<file path="src/rtl/data_mem_ctrl.sv">
// MEM-stage initiator for the single-port data RAM: byte/half/word loads and stores,
// with read-modify-write for sub-word stores and a busy/done handshake toward the pipeline.
module data_mem_ctrl #(
    parameter int NB_DEPTH    = 10,
    parameter int RAM_LATENCY = 1
) (
    input  logic                i_clk,
    input  logic                i_rst,
    input  logic                i_req,
    input  logic                i_we,
    input  logic [1:0]          i_size,
    input  logic                i_unsigned,
    input  logic [31:0]         i_addr,
    input  logic [31:0]         i_wdata,
    output logic                o_busy,
    output logic                o_done,
    output logic                o_err,
    output logic [31:0]         o_rdata,
    output logic [NB_DEPTH-1:0] o_ram_addr,
    output logic [31:0]         o_ram_data,
    output logic                o_ram_wea,
    output logic                o_ram_ena,
    output logic                o_ram_regcea,
    output logic                o_ram_rst,
    input  logic [31:0]         i_ram_data
);

    typedef enum logic [2:0] {IDLE, RD, WAIT, WR, CAP, DONE} state_t;

    state_t                state;
    logic                  r_we;
    logic [1:0]            r_size;
    logic                  r_unsigned;
    logic [NB_DEPTH+1:0]   r_addr;
    logic [31:0]           r_wdata;

    logic                  req_bad;
    logic                  accept;
    logic [7:0]            lane_byte;
    logic [15:0]           lane_half;
    logic [31:0]           load_ext;
    logic [31:0]           merged;

    // Address bits above the RAM's reach are ignored by design.
    logic unused_addr_bits;
    assign unused_addr_bits = ^i_addr[31:NB_DEPTH+2];

    assign o_ram_rst = i_rst;

    always_comb begin
        req_bad = (i_size == 2'b11)
                | ((i_size == 2'b01) && i_addr[0])
                | ((i_size == 2'b10) && (i_addr[1:0] != 2'b00));
        accept  = i_req && ((state == IDLE) || (state == DONE));
    end

    // Lane extraction for loads and lane replacement for read-modify-write stores.
    always_comb begin
        case (r_addr[1:0])
            2'd0:    lane_byte = i_ram_data[7:0];
            2'd1:    lane_byte = i_ram_data[15:8];
            2'd2:    lane_byte = i_ram_data[23:16];
            default: lane_byte = i_ram_data[31:24];
        endcase
        lane_half = r_addr[1] ? i_ram_data[31:16] : i_ram_data[15:0];

        case (r_size)
            2'b00:   load_ext = r_unsigned ? {24'h0, lane_byte} : {{24{lane_byte[7]}}, lane_byte};
            2'b01:   load_ext = r_unsigned ? {16'h0, lane_half} : {{16{lane_half[15]}}, lane_half};
            default: load_ext = i_ram_data;
        endcase

        merged = i_ram_data;
        if (r_size == 2'b00)
            merged[{r_addr[1:0], 3'b000} +: 8] = r_wdata[7:0];
        else if (r_size == 2'b01)
            merged[{r_addr[1], 4'b0000} +: 16] = r_wdata[15:0];
    end

    always_comb begin
        o_ram_ena    = 1'b0;
        o_ram_wea    = 1'b0;
        o_ram_regcea = 1'b0;
        o_ram_addr   = '0;
        o_ram_data   = '0;
        case (state)
            RD: begin
                o_ram_ena  = 1'b1;
                o_ram_addr = r_addr[NB_DEPTH+1:2];
            end
            WAIT: begin
                o_ram_ena    = 1'b1;
                o_ram_regcea = 1'b1;
                o_ram_addr   = r_addr[NB_DEPTH+1:2];
            end
            WR: begin
                o_ram_ena  = 1'b1;
                o_ram_wea  = 1'b1;
                o_ram_addr = r_addr[NB_DEPTH+1:2];
                o_ram_data = (r_size == 2'b10) ? r_wdata : merged;
            end
            default: ;
        endcase
    end

    // Request FSM; o_busy/o_done/o_err are registered alongside each state transition.
    always_ff @(posedge i_clk) begin
        if (i_rst) begin
            state      <= IDLE;
            r_we       <= 1'b0;
            r_size     <= 2'b00;
            r_unsigned <= 1'b0;
            r_addr     <= '0;
            r_wdata    <= '0;
            o_busy     <= 1'b0;
            o_done     <= 1'b0;
            o_err      <= 1'b0;
            o_rdata    <= '0;
        end else begin
            case (state)
                IDLE, DONE: begin
                    o_done <= 1'b0;
                    o_err  <= 1'b0;
                    o_busy <= 1'b0;
                    state  <= IDLE;
                    if (accept) begin
                        r_we       <= i_we;
                        r_size     <= i_size;
                        r_unsigned <= i_unsigned;
                        r_addr     <= i_addr[NB_DEPTH+1:0];
                        r_wdata    <= i_wdata;
                        if (req_bad) begin
                            state  <= DONE;
                            o_done <= 1'b1;
                            o_err  <= 1'b1;
                        end else if (i_we && (i_size == 2'b10)) begin
                            state  <= WR;
                            o_busy <= 1'b1;
                        end else begin
                            state  <= RD;
                            o_busy <= 1'b1;
                        end
                    end
                end
                RD: begin
                    if (RAM_LATENCY == 2)
                        state <= WAIT;
                    else
                        state <= r_we ? WR : CAP;
                end
                WAIT: state <= r_we ? WR : CAP;
                WR: begin
                    state  <= DONE;
                    o_busy <= 1'b0;
                    o_done <= 1'b1;
                end
                CAP: begin
                    o_rdata <= load_ext;
                    state   <= DONE;
                    o_busy  <= 1'b0;
                    o_done  <= 1'b1;
                end
                default: state <= IDLE;
            endcase
        end
    end

endmodule

</file>
<file path="config.mk">
export PLATFORM = sky130hd
export DESIGN_NAME = data_mem_ctrl
export DESIGN_NICKNAME = d
export VERILOG_FILES = /design/src/rtl/data_mem_ctrl.sv
export SDC_FILE = /design/constraint.sdc
export NUM_CORES = 1
export LEC_CHECK = 0
export BUFFER_PORTS_ARGS = -buffer_cell sky130_fd_sc_hd__buf_2
export CAP_MARGIN = 20
export CORE_MARGIN = 1.5
export CORE_UTILIZATION = 51
export CTS_BUF_LIST = sky130_fd_sc_hd__clkbuf_4 sky130_fd_sc_hd__clkbuf_8
export DETAILED_ROUTE_END_ITERATION = 16
export PLACE_DENSITY_LB_ADDON = 0.1
export SLEW_MARGIN = 10
export SYNTH_ARGS = -nofsm -noshare
export SYNTH_HDL_FRONTEND = slang
export SYNTH_SLANG_ARGS = --single-unit
</file>
<file path="constraint.sdc">
create_clock -name i_clk -period 3.1 [get_ports i_clk]
set_clock_uncertainty 0.15 [all_clocks]
set_input_delay 0.465 -clock i_clk [delete_from_list [all_inputs] [get_ports i_clk]]
set_output_delay 0.465 -clock i_clk [all_outputs]
set_load 0.01 [all_outputs]
</file>
==> metrics.txt <==
# TYPE chip_impl_metric gauge
chip_impl_info{name="run_status",value="complete, no violations"} 1
chip_impl_info{name="tritoncts",value="built"} 1
chip_impl_metric{name="r2r_setup_slack",unit="ns"} 0.44
chip_impl_metric{name="drt_pass1_iterations",unit=""} 5
chip_impl_metric{name="worst-endpoint-required",unit="ns"} 2.48
chip_impl_metric{name="die_area",unit="mm2"} 0.0103
chip_impl_metric{name="num-fill-cells",unit=""} 913
chip_impl_metric{name="portBuffers",unit=""} 163
chip_impl_metric{name="worst-path-buf-inv",unit=""} 3
chip_impl_metric{name="worstPathMaxFanout",unit=""} 9
chip_impl_metric{name="final_core_util",unit="%"} 64.4
chip_impl_metric{name="ys_seq_area_share",unit="%"} 34.7
chip_impl_metric{name="finalHoldWorstSlack",unit="ns"} 0.175
chip_impl_metric{name="cts_made_buffers",unit=""} 9
chip_impl_metric{name="post_dp_cell_area",unit="mm2"} 0.00576
chip_impl_metric{name="power.clock.fraction",unit="%"} 21.5
chip_impl_metric{name="cellInternalPower",unit="mW"} 2.31
chip_impl_metric{name="antenna_found_initial",unit=""} 0
chip_impl_metric{name="slew_at_the_pin_closest_to_its_max_slew_limit",unit="ns"} 0.948
chip_impl_metric{name="combinationalPowerShare",unit="%"} 39.9
chip_impl_metric{name="initial_core_utilization",unit="%"} 53.2
chip_impl_metric{name="pwr-share-seq",unit="%"} 38.7
chip_impl_metric{name="drt-total-wl",unit="um"} 16300
chip_impl_metric{name="htree_num_levels",unit=""} 3
chip_impl_metric{name="core",unit="mm2"} 0.00933
chip_impl_info{name="r2r-end",value="o_rdata[18]$_SDFFE_PP0N_"} 1
chip_impl_info{name="critPathTopFamily",value="buffers and inverters"} 1
chip_impl_metric{name="maxSlewViolCount",unit=""} 0
chip_impl_info{name="worst-setup-path-type",value="register to output pin"} 1
chip_impl_metric{name="std_cell_rows",unit=""} 35
chip_impl_metric{name="finalSetupViolations",unit=""} 0
chip_impl_metric{name="post_route_cells_drive_above_1_share",unit="%"} 28.2
chip_impl_info{name="setup.worst_path.end",value="o_ram_data[24]"} 1
chip_impl_info{name="critical_path.startpoint",value="r_addr[0]$_SDFFE_PP0N_"} 1
chip_impl_metric{name="detail_route.drc_violations",unit=""} 0
chip_impl_metric{name="drt_iter0_markers",unit=""} 341
chip_impl_info{name="synth.largest_area_cell",value="sky130_fd_sc_hd__dfxtp_1"} 1
chip_impl_metric{name="maxCapViolCount",unit=""} 0
chip_impl_metric{name="power.share.switching",unit="%"} 40.0
chip_impl_metric{name="timing.critical_path.depth",unit=""} 7
chip_impl_metric{name="switchingPower",unit="mW"} 1.54
chip_impl_metric{name="max-clock-path-buffers",unit=""} 2
chip_impl_metric{name="drtAntennaViolNets",unit=""} 0
chip_impl_metric{name="nets",unit=""} 890
chip_impl_metric{name="final.setup.tns",unit="ns"} 0
chip_impl_metric{name="synth.ff_latch_count",unit=""} 86
chip_impl_metric{name="grt_pass1_wl",unit="um"} 25500
chip_impl_metric{name="post-route-cell-area",unit="mm2"} 0.00600
chip_impl_metric{name="mappedNetlistNets",unit=""} 760
chip_impl_metric{name="vias",unit=""} 5391
chip_impl_info{name="clock_tree.root_cell",value="sky130_fd_sc_hd__clkbuf_8"} 1
chip_impl_metric{name="finalWeightedCongestion",unit=""} 0.956
chip_impl_metric{name="synth-edff-count",unit=""} 0
chip_impl_metric{name="power_density",unit="mW/mm2"} 641
chip_impl_info{name="reg2reg_from",value="r_addr[1]$_SDFFE_PP0N_"} 1
chip_impl_info{name="crit_path_start_kind",value="register"} 1
chip_impl_metric{name="grt_max_degree",unit=""} 49
chip_impl_metric{name="antennaDiodeCount",unit=""} 0
chip_impl_metric{name="finalCriticalPeriod",unit="ns"} 2.99
chip_impl_info{name="mostFrequentLayoutCell",value="sky130_fd_sc_hd__buf_2"} 1
chip_impl_metric{name="synth_top_area_share",unit="%"} 34.7
chip_impl_info{name="post_synth_main_area_contributors",value="sky130_fd_sc_hd__dfxtp_1 (35%), sky130_fd_sc_hd__nand2_1 (10%), sky130_fd_sc_hd__a21oi_1 (7.3%)"} 1
chip_impl_info{name="yosys_most_used_dff",value="sky130_fd_sc_hd__dfxtp_1"} 1
chip_impl_metric{name="timing.final.hold_violations",unit=""} 0
chip_impl_info{name="critical_path.slowest_cell",value="sky130_fd_sc_hd__dfxtp_2"} 1
chip_impl_metric{name="final_hpwl_dp",unit="um"} 12000
chip_impl_metric{name="ys_async_sr_fraction",unit="%"} 0
chip_impl_metric{name="grt_overflow",unit=""} 0
chip_impl_metric{name="floorplan.die.width",unit="um"} 102
chip_impl_metric{name="worstRegToRegCells",unit=""} 7
chip_impl_metric{name="synthesized_area_per_cell",unit="um2"} 7.62
chip_impl_metric{name="clock_sinks",unit=""} 86
chip_impl_info{name="cp-end-kind",value="output pin"} 1
chip_impl_metric{name="vias_per_cell",unit=""} 5.89
chip_impl_metric{name="dieHeight",unit="um"} 102
chip_impl_info{name="leading_cell_types_in_the_layout_fill_and_taps_excluded",value="sky130_fd_sc_hd__buf_2 (163), sky130_fd_sc_hd__nand2_1 (135), sky130_fd_sc_hd__dfxtp_1 (85)"} 1
chip_impl_metric{name="avgRoutedWirePerCell",unit="um"} 17.8
chip_impl_info{name="cp_cell_sequence",value="inv_1, ha_1, nor4bb_4, buf_4, a221oi_1, a211oi_1, buf_2"} 1
chip_impl_metric{name="clk-insertion-delay-late",unit="ns"} 0.36
chip_impl_info{name="timing.hold.worst.class",value="input port to register"} 1
chip_impl_metric{name="max-vdd-ir-drop",unit="mV"} 0.399
chip_impl_metric{name="timing.final.crit_share",unit="%"} 96.5
chip_impl_metric{name="grt_usage",unit="%"} 31.8
chip_impl_metric{name="stdcell_count",unit=""} 915
chip_impl_metric{name="synth_cells",unit=""} 651
chip_impl_metric{name="synth_area",unit="mm2"} 0.00496
chip_impl_metric{name="path_clk_slew",unit="ns"} 0.10
chip_impl_metric{name="clock.fmax",unit="MHz"} 334
chip_impl_metric{name="cp_slowest_stage_delay",unit="ns"} 0.43
chip_impl_metric{name="floorplan.io_pins",unit=""} 184
chip_impl_metric{name="critical_path_data_arrival_time",unit="ns"} 2.38
chip_impl_metric{name="synthesis_warning_total",unit=""} 0
chip_impl_metric{name="ys_types",unit=""} 52
chip_impl_metric{name="place_inst",unit=""} 897
chip_impl_metric{name="area_delta_synth_final",unit="%"} 21.1
chip_impl_metric{name="worst_slew_margin_rel",unit="%"} 36.8
chip_impl_metric{name="first_global_vias",unit=""} 4994
chip_impl_metric{name="static-leakage-power",unit="nW"} 2.55
[area by class of cell]
class / instances / area, um2 / area share (%)
sequential: 86 / 1720 / 28.7
clock inverter: 6 / 68.8 / 1.15
inverter: 12 / 52.6 / 0.875
tap: 129 / 161 / 2.69
multi-input combinational: 492 / 2920 / 48.7
clock buffer: 10 / 131 / 2.19
timing repair buffer: 180 / 943 / 15.7
[routing by layer]
metal	GRT usage [%]	part of all wire, %
met3	7.59	9.2
met5	0	0
met1	43.0	44
met4	11.8	2.9
met2	49.1	44
[how the worst min path moves through the flow]
stage,startpoint,to,slack [ns],cells after the start
floorplan,r_addr[10]$_SDFFE_PP0N_,r_addr[10]$_SDFFE_PP0N_,0.28,2
global placement,r_addr[7]$_SDFFE_PP0N_,r_addr[7]$_SDFFE_PP0N_,0.29,2
detailed placement,r_addr[11]$_SDFFE_PP0N_,r_addr[11]$_SDFFE_PP0N_,0.29,2
CTS,i_addr[10],r_addr[10]$_SDFFE_PP0N_,0.17,3
global route,i_wdata[7],r_wdata[7]$_SDFFE_PP0N_,0.18,3
finish,i_addr[10],r_addr[10]$_SDFFE_PP0N_,0.18,3
[power by group through the flow]
stage | combinational, mW | clock (mW) | sequential [mW]
floorplan | 1.07 | 0 | 1.50
global placement | 1.48 | 0 | 1.50
detailed placement | 1.51 | 0 | 1.51
CTS | 1.52 | 0.833 | 1.49
global route | 1.71 | 0.877 | 1.51
finish | 1.53 | 0.827 | 1.49
[state kept, by name (all words and copies together) (netlist names)]
name        flops
o_err           1
r_we            1
r_unsigned      1
r_addr         12
state           3
o_done          1
o_busy          1
r_wdata        32
o_rdata        32
r_size          2
[tightest hold or removal path: cells and delay by family]
kind	cells	cell delay [ns]
buffers and inverters	1	0.09
AOI/OAI and AO/OA	1	0.05
and+or+nand+nor	1	0.04
[synth_stat cells (2+ instances only)]
master,number
sky130_fd_sc_hd__nand2_1,135
sky130_fd_sc_hd__buf_6,3
sky130_fd_sc_hd__buf_1,2
sky130_fd_sc_hd__xnor2_1,2
sky130_fd_sc_hd__inv_1,12
sky130_fd_sc_hd__a21o_1,3
sky130_fd_sc_hd__a222oi_1,7
sky130_fd_sc_hd__nor3b_1,2
sky130_fd_sc_hd__clkbuf_1,27
sky130_fd_sc_hd__a22oi_1,26
sky130_fd_sc_hd__dfxtp_1,86
sky130_fd_sc_hd__nand2b_1,3
sky130_fd_sc_hd__o2bb2ai_1,4
sky130_fd_sc_hd__nor3_1,8
sky130_fd_sc_hd__mux2i_1,12
sky130_fd_sc_hd__a21oi_1,72
sky130_fd_sc_hd__o21ai_1,2
sky130_fd_sc_hd__and2_1,10
sky130_fd_sc_hd__buf_2,25
sky130_fd_sc_hd__or2_2,2
sky130_fd_sc_hd__a221oi_1,17
sky130_fd_sc_hd__o21ai_0,36
sky130_fd_sc_hd__nor4_1,2
sky130_fd_sc_hd__a211oi_2,10
sky130_fd_sc_hd__nor2_1,56
sky130_fd_sc_hd__buf_4,3
sky130_fd_sc_hd__nor2b_1,2
sky130_fd_sc_hd__and3_1,3
sky130_fd_sc_hd__a22o_1,22
sky130_fd_sc_hd__a211oi_1,30
sky130_fd_sc_hd__ha_1,6
[logic make-up after synthesis]
group / synth area share, %
AO/OA/AOI/OAI: 34.1
XOR/XNOR: 0.530
adder cells (fa/ha/maj): 1.51
buffers and inverters: 6.86
flip-flops: 34.7
multiplexers: 2.42
AND/OR/NAND/NOR: 19.8
[stage by stage]
stage	power, mW	setup slack (ns)
after floorplan	2.58	0.336
after global placement	2.98	0.403
after detailed placement	3.02	0.331
after CTS	3.84	0.0503
after global routing	4.10	-0.000669
final	3.85	0.108
[what timing repair did]
action	in CTS	in global routing
endpoints found under the setup margin	8	12
buffers inserted	2	0
gates cloned	0	0
hold buffers	0	0
gates resized for setup	3	4
No activity file was read; power rests on OpenSTA's default activity.
